`src/rtl/sync_fifo_param.sv`:
```
// Parametrised single-clock FIFO with first-word-fall-through read port and
// occupancy flags. Define SYNC_FIFO_ERR_EN to add sticky overflow/underflow flags.
module sync_fifo_param #(
    parameter int DATA_WIDTH    = 8,
    parameter int DEPTH         = 8,
    parameter int AFULL_THRESH  = DEPTH - 1,
    parameter int AEMPTY_THRESH = 1,
    parameter int ADDR_WIDTH    = $clog2(DEPTH)
) (
    input  logic                  clk,
    input  logic                  rstN,
    input  logic                  write_en,
    input  logic [DATA_WIDTH-1:0] write_data,
    input  logic                  read_en,
    output logic [DATA_WIDTH-1:0] read_data,
    output logic                  full,
    output logic                  empty,
    output logic                  almost_full,
    output logic                  almost_empty,
    output logic [ADDR_WIDTH:0]   count
`ifdef SYNC_FIFO_ERR_EN
    ,
    input  logic                  err_clear,
    output logic                  overflow,
    output logic                  underflow
`endif
);

    localparam logic [ADDR_WIDTH:0] PTR_ONE  = {{ADDR_WIDTH{1'b0}}, 1'b1};
    localparam logic [ADDR_WIDTH:0] AFULL_T  = AFULL_THRESH[ADDR_WIDTH:0];
    localparam logic [ADDR_WIDTH:0] AEMPTY_T = AEMPTY_THRESH[ADDR_WIDTH:0];

    logic [DATA_WIDTH-1:0] mem [DEPTH];
    logic [ADDR_WIDTH:0]   write_ptr;
    logic [ADDR_WIDTH:0]   read_ptr;
    logic                  rd_ok;
    logic                  wr_ok;

    // Accepting a read frees a slot, so a full FIFO still takes a same-cycle write.
    always_comb begin
        rd_ok = read_en && !empty;
        wr_ok = write_en && (!full || rd_ok);
    end

    always_ff @(posedge clk or negedge rstN) begin
        if (!rstN) begin
            write_ptr <= '0;
            read_ptr  <= '0;
            for (int unsigned i = 0; i < DEPTH; i++) begin
                mem[i] <= '0;
            end
        end else begin
            if (wr_ok) begin
                mem[write_ptr[ADDR_WIDTH-1:0]] <= write_data;
                write_ptr <= write_ptr + PTR_ONE;
            end
            if (rd_ok) begin
                read_ptr <= read_ptr + PTR_ONE;
            end
        end
    end

    // All outputs decode from registered pointers; the extra wrap bit separates full from empty.
    always_comb begin
        empty        = (write_ptr == read_ptr);
        full         = (write_ptr[ADDR_WIDTH] != read_ptr[ADDR_WIDTH]) &&
                       (write_ptr[ADDR_WIDTH-1:0] == read_ptr[ADDR_WIDTH-1:0]);
        count        = write_ptr - read_ptr;
        almost_full  = (count >= AFULL_T);
        almost_empty = (count <= AEMPTY_T);
        read_data    = mem[read_ptr[ADDR_WIDTH-1:0]];
    end

`ifdef SYNC_FIFO_ERR_EN
    // Set has priority over clear so an error coinciding with err_clear is kept.
    always_ff @(posedge clk or negedge rstN) begin
        if (!rstN) begin
            overflow  <= 1'b0;
            underflow <= 1'b0;
        end else begin
            if (err_clear) begin
                overflow  <= 1'b0;
                underflow <= 1'b0;
            end
            if (write_en && !wr_ok) begin
                overflow <= 1'b1;
            end
            if (read_en && empty) begin
                underflow <= 1'b1;
            end
        end
    end
`endif

endmodule

```
`config.mk`:
```
export PLATFORM = sky130hd
export DESIGN_NAME = sync_fifo_param
export DESIGN_NICKNAME = d
export VERILOG_FILES = /design/src/rtl/sync_fifo_param.sv
export SDC_FILE = /design/constraint.sdc
export NUM_CORES = 1
export LEC_CHECK = 0
export CAP_MARGIN = 20
export CORE_ASPECT_RATIO = 0.7
export CORE_MARGIN = 8
export CORE_UTILIZATION = 40
export DETAILED_ROUTE_END_ITERATION = 16
export DONT_BUFFER_PORTS = 1
export PLACE_DENSITY_LB_ADDON = 0.05
export SLEW_MARGIN = 20
export SYNTH_ARGS = -nofsm -noshare
export SYNTH_HDL_FRONTEND = slang
export SYNTH_SLANG_ARGS = --single-unit
export TNS_END_PERCENT = 10
```
`constraint.sdc`:
```
create_clock -name clk -period 3.72 [get_ports clk]
set_clock_uncertainty 0.2 [all_clocks]
set_input_delay 0.93 -clock clk [delete_from_list [all_inputs] [get_ports clk]]
set_output_delay 0.93 -clock clk [all_outputs]
set_load 0.03 [all_outputs]
```
==> out/results.ini, run 1 <==
[cts]
cts_tree=yes
cts.path.max_buffers=2
path_clk_slew_ps=50
cts.sinks=72
ctsResizeCount=0
cts_buffers=9
clk_latency_ps=330
cts_root_buf=clkbuf_16
cts_hold_buf=0
post_cts_buffers=0
htreeDepth=3

[setup_path]
path_max_fanout=15
crit_type=reg -> out
required_ps=2590
arrival_ps=2320
reg2reg_slack_ps=630
worstReg2RegStart=read_ptr[2]$_DFFE_PN0P_
worstSetupEndpointType=primary output
start_kind=register
rr_endpoint=mem[4]$_DFFE_PN0P_
rr_worst_depth=5

[grt]
globalRouteOverflowTotal=0
grt_util_all_layers_pct=14.64
grt_pass1_wl_um=13100
grt_pass1_vias=2156
antenna_found_initial=0
grt_max_degree=73

[logic_synthesis]
syn-num-nets=258
netlist_area_mm2=0.003600
ys_seq_area_share_pct=50.05
synth_area_per_cell_um2=15.00
yosys_warnings=0
syn_inst=240
ys_types=31
ys_seq_elements=72

[sta]
setup_viol=0
hold_violations=0
rsz0062_at_grt=false
worst_pin_slew_ps=719.7
fmax_mhz=290.0
fin_crit_sh_pct=92.71
slew_viol_final=0
tns_ps=0
fin_crit_ps=3449
whs_ps=99.33
max-slew-margin-rel_pct=51.90

[drt]
wirelength_um=7982
ant_nets=0
first_iter_violations=169
post_drt_wl_per_cell_um=21.06
vias=1972
drc=0
first_pass_iters=4
viasPerCell=5.203

[die]
placementRows=29
boundaryPins=28
coreArea_mm2=0.008890
initial_core_util_pct=40.49
dieArea_mm2=0.01234
die_w_um=129.4
die_h_um=95.37

[final_layout]
diodes=0
drive_above_1_share_pct=44.71
layout.nets=268
synthToLayoutAreaGrowth_pct=12.79

[outcome]
status=complete, no violations

[place]
place_hpwl_um=5148
numPortBuffers=0
place_congestion=0.7165

[min_path]
hold_path.class=in -> async

[run]
drv_cap=0

## kinds of logic (layout without fill, tap and decap cells)
group                      after synthesis  count (layout)  synth area share, %
buffers and inverters                   17              32                2.572
DFF                                     72              72                50.05
xor gates and xnor gates                 9               9                2.190
AOI/OAI and AO/OA                       17              17                7.021
adders and majority gates                6               6                2.294
and+or+nand+nor                         37              37                5.214
muxes                                   82              82                30.66
## how the worst max path moves through the flow
stage          slack (ps)                     from     to  cells after the start
3_5_place_dp          580  read_ptr[2]$_DFFE_PN0P_  empty                      5
5_1_grt                70  read_ptr[2]$_DFFE_PN0P_   full                      5
2_1_floorplan         280  read_ptr[1]$_DFFE_PN0P_  empty                      7
4_1_cts               230  read_ptr[2]$_DFFE_PN0P_  empty                      5
3_3_place_gp          620  read_ptr[2]$_DFFE_PN0P_   full                      5
6_report              270  read_ptr[2]$_DFFE_PN0P_  empty                      5
## state kept, by name (all words and copies together) (netlist names)
| signal | flops |
|---|---|
| write_ptr | 4 |
| read_ptr | 4 |
| mem | 64 |
## Yosys cell counts, drive strengths merged
cell | n | area (µm²)
buf | 5 | 37.53
clkinv | 1 | 3.750
nand2 | 24 | 90.09
nand3b | 1 | 7.510
ha | 5 | 62.56
o211a | 1 | 10.01
o32ai | 1 | 8.760
mux2 | 66 | 743.2
clkbuf | 4 | 25.02
and4 | 1 | 8.760
a21oi | 2 | 10.01
dfrtp | 72 | 1802
o31ai | 5 | 92.59
o311ai | 5 | 113.9
mux4 | 16 | 360.4
fa | 1 | 20.02
nand3 | 1 | 10.01
nor4bb | 2 | 20.02
o211ai | 1 | 7.510
xor2 | 2 | 17.52
and4b | 2 | 20.02
inv | 7 | 26.28
and3 | 2 | 12.51
xnor2 | 7 | 61.31
nor2 | 3 | 11.26
o21ai | 2 | 10.01
nor3b | 1 | 7.510
## critical path: stages, from the launching register on
cell and delay, ps:
dfrtp_1 570, clkinv_1 150, ha_1 380, nand3_2 460, nor2_1 240, buf_4 190
## per-stage QoR
stage,instance area (µm²),std cells,setup WS [ps],utilization (%)
6_report,4060,379,271.3,45.67
5_1_grt,4060,379,69.53,45.67
2_1_floorplan,3600,240,276.6,-
3_3_place_gp,3760,363,621.3,42.29
3_5_place_dp,3760,363,582.9,42.29
4_1_cts,4060,379,226.1,45.67
## layout make-up
type	instances	area, µm²
Clock buffer	13	260.3
Clock inverter	3	40.04
Fill cell	806	4830
Inverter	8	30.03
Multi-Input combinational cell	151	1713
Sequential cell	72	1802
Tap cell	124	155.1
Timing Repair Buffer	8	60.06
## metal layers
layer  vias up  global-route usage [%]  share of wire, %
met3        10                   4.469               3.2
met2        16                   21.65                45
met5         -                       0                 0
li1        919                       -                 -
met4         0                   4.090               1.0
met1      1027                   20.34                51
## placed cells by master (no fill, tap or decap), types with 3 or more instances in the layout
cell and count:
ha_1 5, clkbuf_16 9, inv_1 7, buf_4 8, o31ai_4 4, nor2_1 3, o311ai_4 4, nand2_1 24
dfrtp_1 72, mux4_2 16, mux2_2 66, xnor2_1 6
Power of run 1 is left out: the tool's default activity adds up to more than one toggle a clock period on the data nets, which glitch-free logic cannot reach.
==> run 2, diff against run 1 <==
--- a/config.mk
+++ b/config.mk
@@ -8,7 +8,8 @@
 export CAP_MARGIN = 20
 export CORE_ASPECT_RATIO = 0.7
 export CORE_MARGIN = 8
-export CORE_UTILIZATION = 40
+export CORE_UTILIZATION = 52
+export CTS_BUF_LIST = sky130_fd_sc_hd__clkbuf_4
 export DETAILED_ROUTE_END_ITERATION = 16
 export DONT_BUFFER_PORTS = 1
 export PLACE_DENSITY_LB_ADDON = 0.05
==> run 2 against run 1 <==
Effect of this change:
- non-clock buffer count grew 3
- fmax grew 2.3%
- cell count shrank 7.1%
- wire length shrank 6.8%
- clock-buffer cell count shrank 1
- sequential share of layout area grew 2.1 points
- worst setup slack gained 77 ps
- first-iteration DRC count shrank 50%
- hold slack gained 96 ps
- critical path depth grew 1
- via count grew 1.9%
- highest routed layer unchanged
==> out/results.ini, run 2 (synthesized netlist as in run 1, its figures left out) <==
[final_layout]
drive_above_1_share_pct=46.12  ; +1.4 points
diodes=0  ; unchanged
layout_common_cells=71 x dfrtp_1, 66 x mux2_2, 24 x nand2_1
largest_reg_flops=64  ; unchanged
largestRegisters=mem: 64 flops, read_ptr: 4 flops, write_ptr: 4 flops
fill_cells=506  ; -37%
layout.nets=271  ; +1.1%
synthToLayoutAreaGrowth_pct=7.716
largest_register=mem
mostFrequentLayoutCell=dfrtp_1

[sta]
rsz0062_at_grt=false
fmax_mhz=296.6  ; +2.3%
setup_ws_ps=348.1  ; +76.88 ps
hold_violations=0  ; unchanged
fin_crit_ps=3372  ; -76.88 ps
worst_pin_slew_ps=756.9  ; +37.19 ps
max-slew-margin-rel_pct=49.42  ; -2.5 points
tns_ps=0  ; unchanged
slew_viol_final=0  ; unchanged
setup_viol=0  ; unchanged
fin_crit_sh_pct=90.64  ; -2.1 points

[drt]
viasPerCell=5.707  ; +9.7%
first_iter_violations=84  ; -50%
drc=0  ; unchanged
vias=2009  ; +1.9%
wirelength_um=7437  ; -6.8%
first_pass_iters=4  ; unchanged
ant_nets=0  ; unchanged
post_drt_wl_per_cell_um=21.13  ; +0.32%

[grt]
globalRouteOverflowTotal=0  ; unchanged
grt_pass1_wl_um=11990  ; -8.4%
gr-usage-met3_pct=5.820  ; +1.4 points
grt_util_all_layers_pct=16.32  ; +1.7 points
grt_busiest_layer=met2
grt_max_degree=73  ; unchanged
antenna_found_initial=0  ; unchanged
grt_pass1_vias=2178  ; +1.0%
met2_usage_pct=26.16  ; +4.5 points
met1_usage_pct=19.93  ; -0.42 points

[setup_path]
cpMaxStageDelayCell=dfrtp_1
reg2reg_slack_ps=890  ; +260 ps
cpPeakStageDelay_ps=510  ; -60 ps
rr_worst_depth=6  ; +1
start_kind=register
worstSetupEndpointType=primary output
worstReg2RegStart=read_ptr[2]$_DFFE_PN0P_
arrival_ps=2240  ; -80 ps
required_ps=2590  ; about the same
crit_chain=inv_1 > ha_1 > fa_1 > xor2_1 > o32ai_1 > buf_4
path_max_fanout=9  ; -6
crit_type=reg -> out
rr_endpoint=mem[2]$_DFFE_PN0P_

[cts]
path_clk_slew_ps=110  ; +60 ps
cts.sinks=72  ; unchanged
cts.path.max_buffers=2  ; unchanged
cts_buffers=9  ; unchanged
cts_root_buf=clkbuf_4
cts_tree=yes
htreeDepth=3  ; unchanged
clk_latency_ps=400  ; +70 ps

[die]
die_w_um=115.4  ; -11%
placementRows=25  ; -14%
coreArea_mm2=0.006725  ; -24%
boundaryPins=28  ; unchanged
die_h_um=85.61  ; -10%
dieArea_mm2=0.009883  ; -20%
initial_core_util_pct=53.53  ; +13 points

[place]
place_hpwl_um=4914  ; -4.6%
numPortBuffers=0  ; unchanged
place_congestion=0.6752  ; -5.8%
preCtsSetupSlack_ps=634.0  ; +51.12 ps

[min_path]
hold_path.class=in -> async

[outcome]
status=complete, no violations

[run]
drv_cap=0  ; unchanged

run 2: final cells by class:
type                    count  area (µm²)  area share, %
clock buffers              12       90.09          2.323
clock inverters             4       21.27         0.5486
repair buffers             11       102.6          2.646
flip-flops and latches     72        1803          46.50
well taps                  94       117.6          3.033
inverters                   8       30.03         0.7744
multi-input cells         151        1713          44.18
run 2: what timing repair did:
item	4_1_cts	5_1_grt
buffers inserted	0	0
endpoints found under the hold margin	72	0
hold buffers	1	0
endpoints found under the setup margin	0	1
resized for setup	0	1
run 2: critical path: cells and delay by family (launching register included):
family	cells	cell delay, ps
fa+ha+maj	2	620
compound gates	1	240
flops	1	510
xor+xnor	1	190
buf+inv	2	290
run 2: how the worst max path moves through the flow:
stage / startpoint / endpoint / slack [ps] / cells after the start
6_report: write_ptr[0]$_DFFE_PN0P_ / almost_full / 350 / 6
5_1_grt: write_ptr[0]$_DFFE_PN0P_ / almost_full / 210 / 6
4_1_cts: read_ptr[2]$_DFFE_PN0P_ / almost_empty / 110 / 5
3_5_place_dp: read_ptr[2]$_DFFE_PN0P_ / almost_empty / 630 / 5
3_3_place_gp: read_ptr[2]$_DFFE_PN0P_ / almost_empty / 790 / 5
2_1_floorplan: read_ptr[1]$_DFFE_PN0P_ / empty / 280 / 7
run 2: layer usage:
metal,vias to the layer above,routed length [µm]
met5,-,0
met4,0,69
met3,8,478
met2,40,3572
met1,1037,3317
li1,924,-
run 2: through the flow:
| stage | utilization, % | cells | cell area [µm²] | hold slack, ps |
|---|---|---|---|---|
| global route | 57.66 | 352 | 3877 | 178.0 |
| CTS | 57.64 | 352 | 3876 | 185.8 |
| floorplan | - | 240 | 3600 | 273.8 |
| detailed placement | 55.57 | 335 | 3737 | 287.8 |
| global placement | 55.57 | 335 | 3737 | 281.3 |
| finish | 57.66 | 352 | 3877 | 194.9 |
Power of run 2 is left out for the same reason.
==> run 3, diff against run 2 <==
--- a/config.mk
+++ b/config.mk
@@ -9,7 +9,6 @@
 export CORE_ASPECT_RATIO = 0.7
 export CORE_MARGIN = 8
 export CORE_UTILIZATION = 52
-export CTS_BUF_LIST = sky130_fd_sc_hd__clkbuf_4
 export DETAILED_ROUTE_END_ITERATION = 16
 export DONT_BUFFER_PORTS = 1
 export PLACE_DENSITY_LB_ADDON = 0.05
==> run 3 against run 2 <==
Effect of this change:
- die area stayed put
- wire length is 0.22% higher
- via count up 0.65%
- fmax shrank 3.4%
- core utilization rose by 0.39 points
- sequential share of layout area fell by 0.34 points
- cell area is 0.68% higher
- register-to-register slack worse by 160 ps
- largest cell class unchanged
- non-clock buffer count decreased by 1
==> out/results.ini, run 3 (synthesized netlist as in run 1, its figures left out) <==
[final_layout]
fill_cells=503  ; -0.59%
layout_common_cells=72 x dfrtp_1, 66 x mux2_2, 24 x nand2_1
mostFrequentLayoutCell=dfrtp_1
largestRegisters=mem: 64 flops, read_ptr: 4 flops, write_ptr: 4 flops
synthToLayoutAreaGrowth_pct=8.446
layout.nets=270  ; -0.37%
drive_above_1_share_pct=44.75  ; -1.4 points
diodes=0  ; unchanged
largest_reg_flops=64  ; unchanged
largest_register=mem

[sta]
hold_violations=0  ; unchanged
whs_ps=81.10  ; -113.8 ps
rsz0062_at_grt=false
setup_ws_ps=228.4  ; -119.7 ps
fin_crit_ps=3492  ; +119.7 ps
max-slew-margin-rel_pct=50.79  ; +1.4 points
setup_viol=0  ; unchanged
fin_crit_sh_pct=93.86  ; +3.2 points
slew_viol_final=0  ; unchanged
fmax_mhz=286.4  ; -3.4%
worst_pin_slew_ps=738.2  ; -18.71 ps
tns_ps=0  ; unchanged

[setup_path]
worstReg2RegStart=read_ptr[2]$_DFFE_PN0P_
cpMaxStageDelayCell=dfrtp_1
crit_chain=clkinv_1 > ha_1 > nand3b_1 > a21oi_1 > o211a_1
worstSetupEndpointType=primary output
cp.depth=5  ; -1
rr_worst_depth=6  ; unchanged
path_delay_family=flip-flops
start_kind=register
cpPeakStageDelay_ps=680  ; +170 ps
arrival_ps=2360  ; +120 ps
reg2reg_slack_ps=730  ; -160 ps
path_max_fanout=11  ; +2
required_ps=2590  ; about the same
crit_type=reg -> out
rr_endpoint=mem[2]$_DFFE_PN0P_
path_buf_inv=1  ; -1

[outcome]
status=complete, no violations

[cts]
cts_tree=yes
ctsResizeCount=0  ; unchanged
clk_latency_ps=340  ; -60 ps
cts_hold_buf=0  ; -1
cts.path.max_buffers=2  ; unchanged
post_cts_buffers=0  ; unchanged
cts_root_buf=clkbuf_8
cts.sinks=72  ; unchanged
cts_buffers=9  ; unchanged
htreeDepth=3  ; unchanged
path_clk_slew_ps=70  ; -40 ps

[place]
place_hpwl_um=4914  ; unchanged
numPortBuffers=0  ; unchanged
place_congestion=0.6752  ; unchanged
preCtsSetupSlack_ps=634.0  ; unchanged

[grt]
grt_util_all_layers_pct=16.52  ; +0.20 points
grt_pass1_wl_um=12050  ; +0.46%
grt_max_degree=73  ; unchanged
grt_pass1_vias=2168  ; -0.46%
globalRouteOverflowTotal=0  ; unchanged
antenna_found_initial=0  ; unchanged

[die]
die_h_um=85.61  ; unchanged
initial_core_util_pct=53.53  ; unchanged
coreArea_mm2=0.006725  ; unchanged
placementRows=25  ; unchanged
dieArea_mm2=0.009883  ; unchanged
die_w_um=115.4  ; unchanged
boundaryPins=28  ; unchanged

[drt]
first_iter_violations=68  ; -19%
viasPerCell=5.761  ; +0.93%
vias=2022  ; +0.65%
first_pass_iters=4  ; unchanged
ant_nets=0  ; unchanged
wirelength_um=7453  ; +0.22%
drc=0  ; unchanged
post_drt_wl_per_cell_um=21.23  ; +0.50%

[run]
drv_cap=0  ; unchanged

[min_path]
hold_path.class=in -> async

run 3: worst max-delay path by stage:
stage | slack, ps | endpoint | from
after global routing | 80 | almost_empty | read_ptr[2]$_DFFE_PN0P_
after global placement | 790 | almost_empty | read_ptr[2]$_DFFE_PN0P_
final | 230 | almost_empty | read_ptr[2]$_DFFE_PN0P_
after CTS | 240 | almost_empty | read_ptr[2]$_DFFE_PN0P_
after floorplan | 280 | empty | read_ptr[1]$_DFFE_PN0P_
after detailed placement | 630 | almost_empty | read_ptr[2]$_DFFE_PN0P_
run 3: metrics by stage:
| step | cells | utilization [%] | cell area [µm²] |
|---|---|---|---|
| 3_5_place_dp | 335 | 55.57 | 3737 |
| 4_1_cts | 351 | 58.05 | 3904 |
| 2_1_floorplan | 240 | - | 3600 |
| 3_3_place_gp | 335 | 55.57 | 3737 |
| 6_report | 351 | 58.05 | 3904 |
| 5_1_grt | 351 | 58.05 | 3904 |
run 3: area by class of cell:
class                      count  area, µm²  share of cell area [%]
sequential                    72       1802                   46.15
multi-input combinational    151       1713                   43.88
clock inverter                 3      17.52                  0.4487
timing repair buffer          10      75.07                   1.923
clock buffer                  13      148.9                   3.814
inverter                       8      30.03                  0.7692
tap                           94      117.6                   3.013
run 3: worst register-to-register path: stages (launching register included):
cell and delay [ps]:
dfrtp_1 680, clkinv_1 210, ha_1 410, nand3_2 90, buf_4 230, o311ai_4 640
mux2_2 420
run 3: per-layer routing:
layer  vias up  global-route usage (%)  wire [µm]
li1        915                       -          -
met1      1055                   20.33       3408
met2        40                   25.63       3499
met3        12                   6.872        437
met4         0                   5.582        108
met5         -                       0          0
Power of run 3 is left out for the same reason.
==> RTL change 1: new RTL, flow settings as in run 3 <==
Put a register stage on the output `count`, with the module's reset. The value now appears one clock later. The other outputs are not delayed to match.
--- a/src/rtl/sync_fifo_param.sv
+++ b/src/rtl/sync_fifo_param.sv
@@ -29,6 +29,8 @@
     localparam logic [ADDR_WIDTH:0] PTR_ONE  = {{ADDR_WIDTH{1'b0}}, 1'b1};
     localparam logic [ADDR_WIDTH:0] AFULL_T  = AFULL_THRESH[ADDR_WIDTH:0];
     localparam logic [ADDR_WIDTH:0] AEMPTY_T = AEMPTY_THRESH[ADDR_WIDTH:0];
+
+    logic [ADDR_WIDTH:0] count_d;
 
     logic [DATA_WIDTH-1:0] mem [DEPTH];
     logic [ADDR_WIDTH:0]   write_ptr;
@@ -65,9 +67,9 @@
         empty        = (write_ptr == read_ptr);
         full         = (write_ptr[ADDR_WIDTH] != read_ptr[ADDR_WIDTH]) &&
                        (write_ptr[ADDR_WIDTH-1:0] == read_ptr[ADDR_WIDTH-1:0]);
-        count        = write_ptr - read_ptr;
-        almost_full  = (count >= AFULL_T);
-        almost_empty = (count <= AEMPTY_T);
+        count_d      = write_ptr - read_ptr;
+        almost_full  = (count_d >= AFULL_T);
+        almost_empty = (count_d <= AEMPTY_T);
         read_data    = mem[read_ptr[ADDR_WIDTH-1:0]];
     end
 
@@ -92,5 +94,13 @@
     end
 `endif
 
+    always_ff @(posedge clk or negedge rstN) begin
+        if (!rstN) begin
+            count <= '0;
+        end else begin
+            count <= count_d;
+        end
+    end
+
 endmodule
 
Function: changed (a bounded check fails within 4 cycles, from zero or initial values and one cycle with rstN low).
==> RTL change 1 against run 3 <==
  * Non-clock buffer count down 2
  * Largest cell class unchanged
  * Final area is 3.0% higher
  * Utilization up 0.93 points
  * Sequential cell count is 4 higher
  * Setup slack improved by 38 ps
  * Via count increased by 2.6%
  * Maximum frequency is 1.1% higher
  * Register-to-register slack worse by 160 ps
  * Worst hold slack worse by 13 ps
  * Synthesized area is 2.7% higher
  * Routed wire length increased by 0.56%
==> RTL change 1: results (changes against run 3) <==
<table>
<tr><th>Metric</th><th>Value</th></tr>
<tr><th colspan="2">Outcome</th></tr>
<tr><td>Run status</td><td>finished clean (unchanged)</td></tr>
<tr><th colspan="2">Synth</th></tr>
<tr><td>Fraction of the mapped netlist area in compound gates</td><td>6.83% (was 7.02%)</td></tr>
<tr><td>Synth top cells by count</td><td>sky130_fd_sc_hd__dfrtp_1, sky130_fd_sc_hd__mux2_2, sky130_fd_sc_hd__nand2_1 (unchanged)</td></tr>
<tr><td>Avg Cell Area, Syn</td><td>15.2 µm² (was 15.0 µm²)</td></tr>
<tr><td>Synth area leaders</td><td>sky130_fd_sc_hd__dfrtp_1, sky130_fd_sc_hd__mux2_2, sky130_fd_sc_hd__mux4_2 (unchanged)</td></tr>
<tr><td>Net count after synthesis</td><td>262 (was 258)</td></tr>
<tr><td>Multiplexer fraction of the synthesized cell area</td><td>29.8% (was 30.7%)</td></tr>
<tr><td>Post-synthesis share of cell area spent on full adders, half adders and majority gates</td><td>2.23% (was 2.29%)</td></tr>
<tr><th colspan="2">Placement</th></tr>
<tr><td>Final HPWL DP</td><td>4960 µm (was 4910 µm)</td></tr>
<tr><td>Number of cells after detailed placement</td><td>337 (was 335)</td></tr>
<tr><td>Cell area after placement</td><td>0.00382 mm² (was 0.00374 mm²)</td></tr>
<tr><td>Setup WS pre-CTS</td><td>551 ps (was 634 ps)</td></tr>
<tr><th colspan="2">Timing</th></tr>
<tr><td>Final worst path period need</td><td>3450 ps (was 3490 ps)</td></tr>
<tr><td>Minimum hold slack</td><td>67.9 ps (was 81.1 ps)</td></tr>
<tr><td>Actual slew at the worst max-slew pin</td><td>742 ps (was 738 ps)</td></tr>
<tr><th colspan="2">Critical path</th></tr>
<tr><td>Flop2flop setup slack</td><td>570 ps (was 730 ps)</td></tr>
<tr><td>Crit-path max FO</td><td>13 (was 11)</td></tr>
<tr><td>Data arrival time of the critical path</td><td>2320 ps (was 2360 ps)</td></tr>
<tr><td>Highest cell delay on the worst timing path</td><td>620 ps (was 680 ps)</td></tr>
<tr><th colspan="2">Drt</th></tr>
<tr><td>Vias per inst</td><td>5.88 (was 5.76)</td></tr>
<tr><td>Count of routing violations after the opening detailed-route iteration</td><td>91 (was 68)</td></tr>
<tr><th colspan="2">Final layout</th></tr>
<tr><td>Fill cell count</td><td>547 (was 503)</td></tr>
<tr><td>Final Net Count</td><td>272 (was 270)</td></tr>
<tr><td>Share of final-layout standard cells stronger than drive strength 1</td><td>44.8% (was 44.7%)</td></tr>
<tr><td>Post-route insts no fill</td><td>353 (was 351)</td></tr>
<tr><th colspan="2">Global route</th></tr>
<tr><td>Global Route met2 Usage</td><td>25.9% (was 25.6%)</td></tr>
<tr><td>Met3 track demand over resource in global routing</td><td>5.90% (was 6.87%)</td></tr>
<tr><td>All-layer global routing usage</td><td>16.3% (was 16.5%)</td></tr>
<tr><th colspan="2">Power and ir drop</th></tr>
<tr><td>Power consumption</td><td>around 4300 µW</td></tr>
</table>
[RTL change 1: cell types whose count changed after synthesis]
cell / run 3 / this run
sky130_fd_sc_hd__clkbuf_1: 3 / 4
sky130_fd_sc_hd__dfrtp_1: 72 / 76
sky130_fd_sc_hd__buf_2: 3 / 2
[RTL change 1: final timing paths]
kind                          endpoint  cells past startpoint
min in group clk                mem[9]                      1
max reg2reg                    mem[25]                      6
max in group asynchronous      mem[43]                      0
min                        read_ptr[3]                      0
min reg2reg                     mem[9]                      1
max                               full                      5
[RTL change 1: cell type report]
class,count,area (µm²),area share [%]
Clock buffer,10,138,3.42
Sequential cell,76,1900,47.3
Clock inverter,6,61.3,1.52
Timing Repair Buffer,8,60.1,1.49
Multi-Input combinational cell,151,1710,42.6
Tap cell,94,118,2.92
Inverter,8,30.0,0.747
[RTL change 1: routing by layer]
layer,vias up,part of all wire [%]
met5,-,0
met4,0,1.7
li1,928,-
met1,1096,44
met2,37,48
met3,13,5.9
==> RTL change 2: new RTL, config.mk and constraints of run 3 <==
Made on the original files. The parameter `DATA_WIDTH` goes from 8 to 12.
--- a/src/rtl/sync_fifo_param.sv
+++ b/src/rtl/sync_fifo_param.sv
@@ -1,7 +1,7 @@
 // Parametrised single-clock FIFO with first-word-fall-through read port and
 // occupancy flags. Define SYNC_FIFO_ERR_EN to add sticky overflow/underflow flags.
 module sync_fifo_param #(
-    parameter int DATA_WIDTH    = 8,
+    parameter int DATA_WIDTH    = 12,
     parameter int DEPTH         = 8,
     parameter int AFULL_THRESH  = DEPTH - 1,
     parameter int AEMPTY_THRESH = 1,
Ports: changed (resized read_data and write_data); port bits go from 28 to 36. The function was not compared with the original's and may differ.
==> RTL change 2 against run 3 <==
  * Routed wire length grew 36%
  * Count of clock-buffer cells in the layout shrank 1
  * Worst hold slack gained 5.9 ps
  * Via count grew 34%
  * Final area grew 41%
  * Sequential cell count grew 32
  * Setup slack gained 220 ps
  * Maximum frequency grew 6.6%
  * Synthesized area grew 41%
  * Critical path type unchanged
  * Largest cell class unchanged
  * Highest routed layer unchanged
==> RTL change 2: results (changes against run 3) <==
<table>
<tr><th>Metric</th><th>Value</th></tr>
<tr><th colspan="2">Global route</th></tr>
<tr><td>Global Route met2 Usage</td><td>26.6% (was 25.6%)</td></tr>
<tr><td>Largest net degree at the start of global routing</td><td>105 (was 73)</td></tr>
<tr><td>Wire length of the first global-routing pass</td><td>17000 µm (was 12000 µm)</td></tr>
<tr><td>Met3 track demand over resource in global routing</td><td>4.67% (was 6.87%)</td></tr>
<tr><td>GR met1 Demand/Resource</td><td>21.9% (was 20.3%)</td></tr>
<tr><td>Via count of the first global-routing pass</td><td>2961 (was 2168)</td></tr>
<tr><th colspan="2">Drt</th></tr>
<tr><td>Vias per inst</td><td>5.75 (was 5.76)</td></tr>
<tr><td>Total met2 wirelength after detailed routing</td><td>4910 µm (was 3500 µm)</td></tr>
<tr><td>Vias</td><td>2713 (was 2022)</td></tr>
<tr><td>Count of routing violations after the opening detailed-route iteration</td><td>168 (was 68)</td></tr>
<tr><th colspan="2">Critical path</th></tr>
<tr><td>Kind of cell with the highest combined delay on the critical path</td><td>adder cells (was flip-flops)</td></tr>
<tr><td>Crit-path max FO</td><td>8 (was 11)</td></tr>
<tr><td>Cell depth of the worst flop-to-flop path</td><td>5 (was 6)</td></tr>
<tr><td>Data arrival time of the critical path</td><td>2150 ps (was 2360 ps)</td></tr>
<tr><th colspan="2">Final layout</th></tr>
<tr><td>Share of final-layout standard cells stronger than drive strength 1</td><td>27.3% (was 44.7%)</td></tr>
<tr><td>Fill cell count</td><td>769 (was 503)</td></tr>
<tr><th colspan="2">Synth</th></tr>
<tr><td>Distinct cells, synth</td><td>34 (was 31)</td></tr>
<tr><td>Net count after synthesis</td><td>355 (was 258)</td></tr>
<tr><td>Count of mapped cells out of synthesis</td><td>333 (was 240)</td></tr>
<tr><td>Synth top cells by count</td><td>sky130_fd_sc_hd__dfrtp_1, sky130_fd_sc_hd__mux2_1, sky130_fd_sc_hd__nand2_1 (was sky130_fd_sc_hd__dfrtp_1, sky130_fd_sc_hd__mux2_2, sky130_fd_sc_hd__nand2_1)</td></tr>
<tr><td>Synth area leaders</td><td>sky130_fd_sc_hd__dfrtp_1, sky130_fd_sc_hd__mux2_1, sky130_fd_sc_hd__mux4_2 (was sky130_fd_sc_hd__dfrtp_1, sky130_fd_sc_hd__mux2_2, sky130_fd_sc_hd__mux4_2)</td></tr>
<tr><td>Share of the yosys chip area belonging to registers</td><td>51.4% (was 50.1%)</td></tr>
<tr><th colspan="2">Placement</th></tr>
<tr><td>Cell area after placement</td><td>0.00523 mm² (was 0.00374 mm²)</td></tr>
<tr><td>Final weighted congestion in routability-driven placement</td><td>0.725 (was 0.675)</td></tr>
<tr><td>Final HPWL DP</td><td>6230 µm (was 4910 µm)</td></tr>
<tr><th colspan="2">CTS</th></tr>
<tr><td>Clock tree root driver cell</td><td>sky130_fd_sc_hd__clkbuf_16 (was sky130_fd_sc_hd__clkbuf_8)</td></tr>
<tr><th colspan="2">Outcome</th></tr>
<tr><td>Run status</td><td>finished clean (unchanged)</td></tr>
</table>
RTL change 2: final cells by class:
class	instances	area, µm²	area share, %
clock inverter	3	42.5	0.771
tap	128	160	2.90
clock buffer	12	246	4.47
timing repair buffer	15	125	2.27
multi-input combinational	202	2310	41.8
sequential	104	2600	47.2
inverter	8	30.0	0.544
RTL change 2: final timing paths:
check                             start  slack [ps]           to
min reg2reg                     mem[62]         280      mem[62]
max reg2reg                write_ptr[2]         880       mem[6]
min                                rstN          90      mem[66]
min in group clk                mem[62]         280      mem[62]
max in group asynchronous          rstN        3060       mem[2]
max                        write_ptr[0]         440  almost_full
RTL change 2: cells by family after synthesis:
logic type	after synthesis	synth area share [%]
flops	104	51.4
fa+ha+maj	6	1.63
xor+xnor	9	1.56
mux	122	32.5
buf+inv	27	3.16
compound gates	17	5.09
simple gates	48	4.67
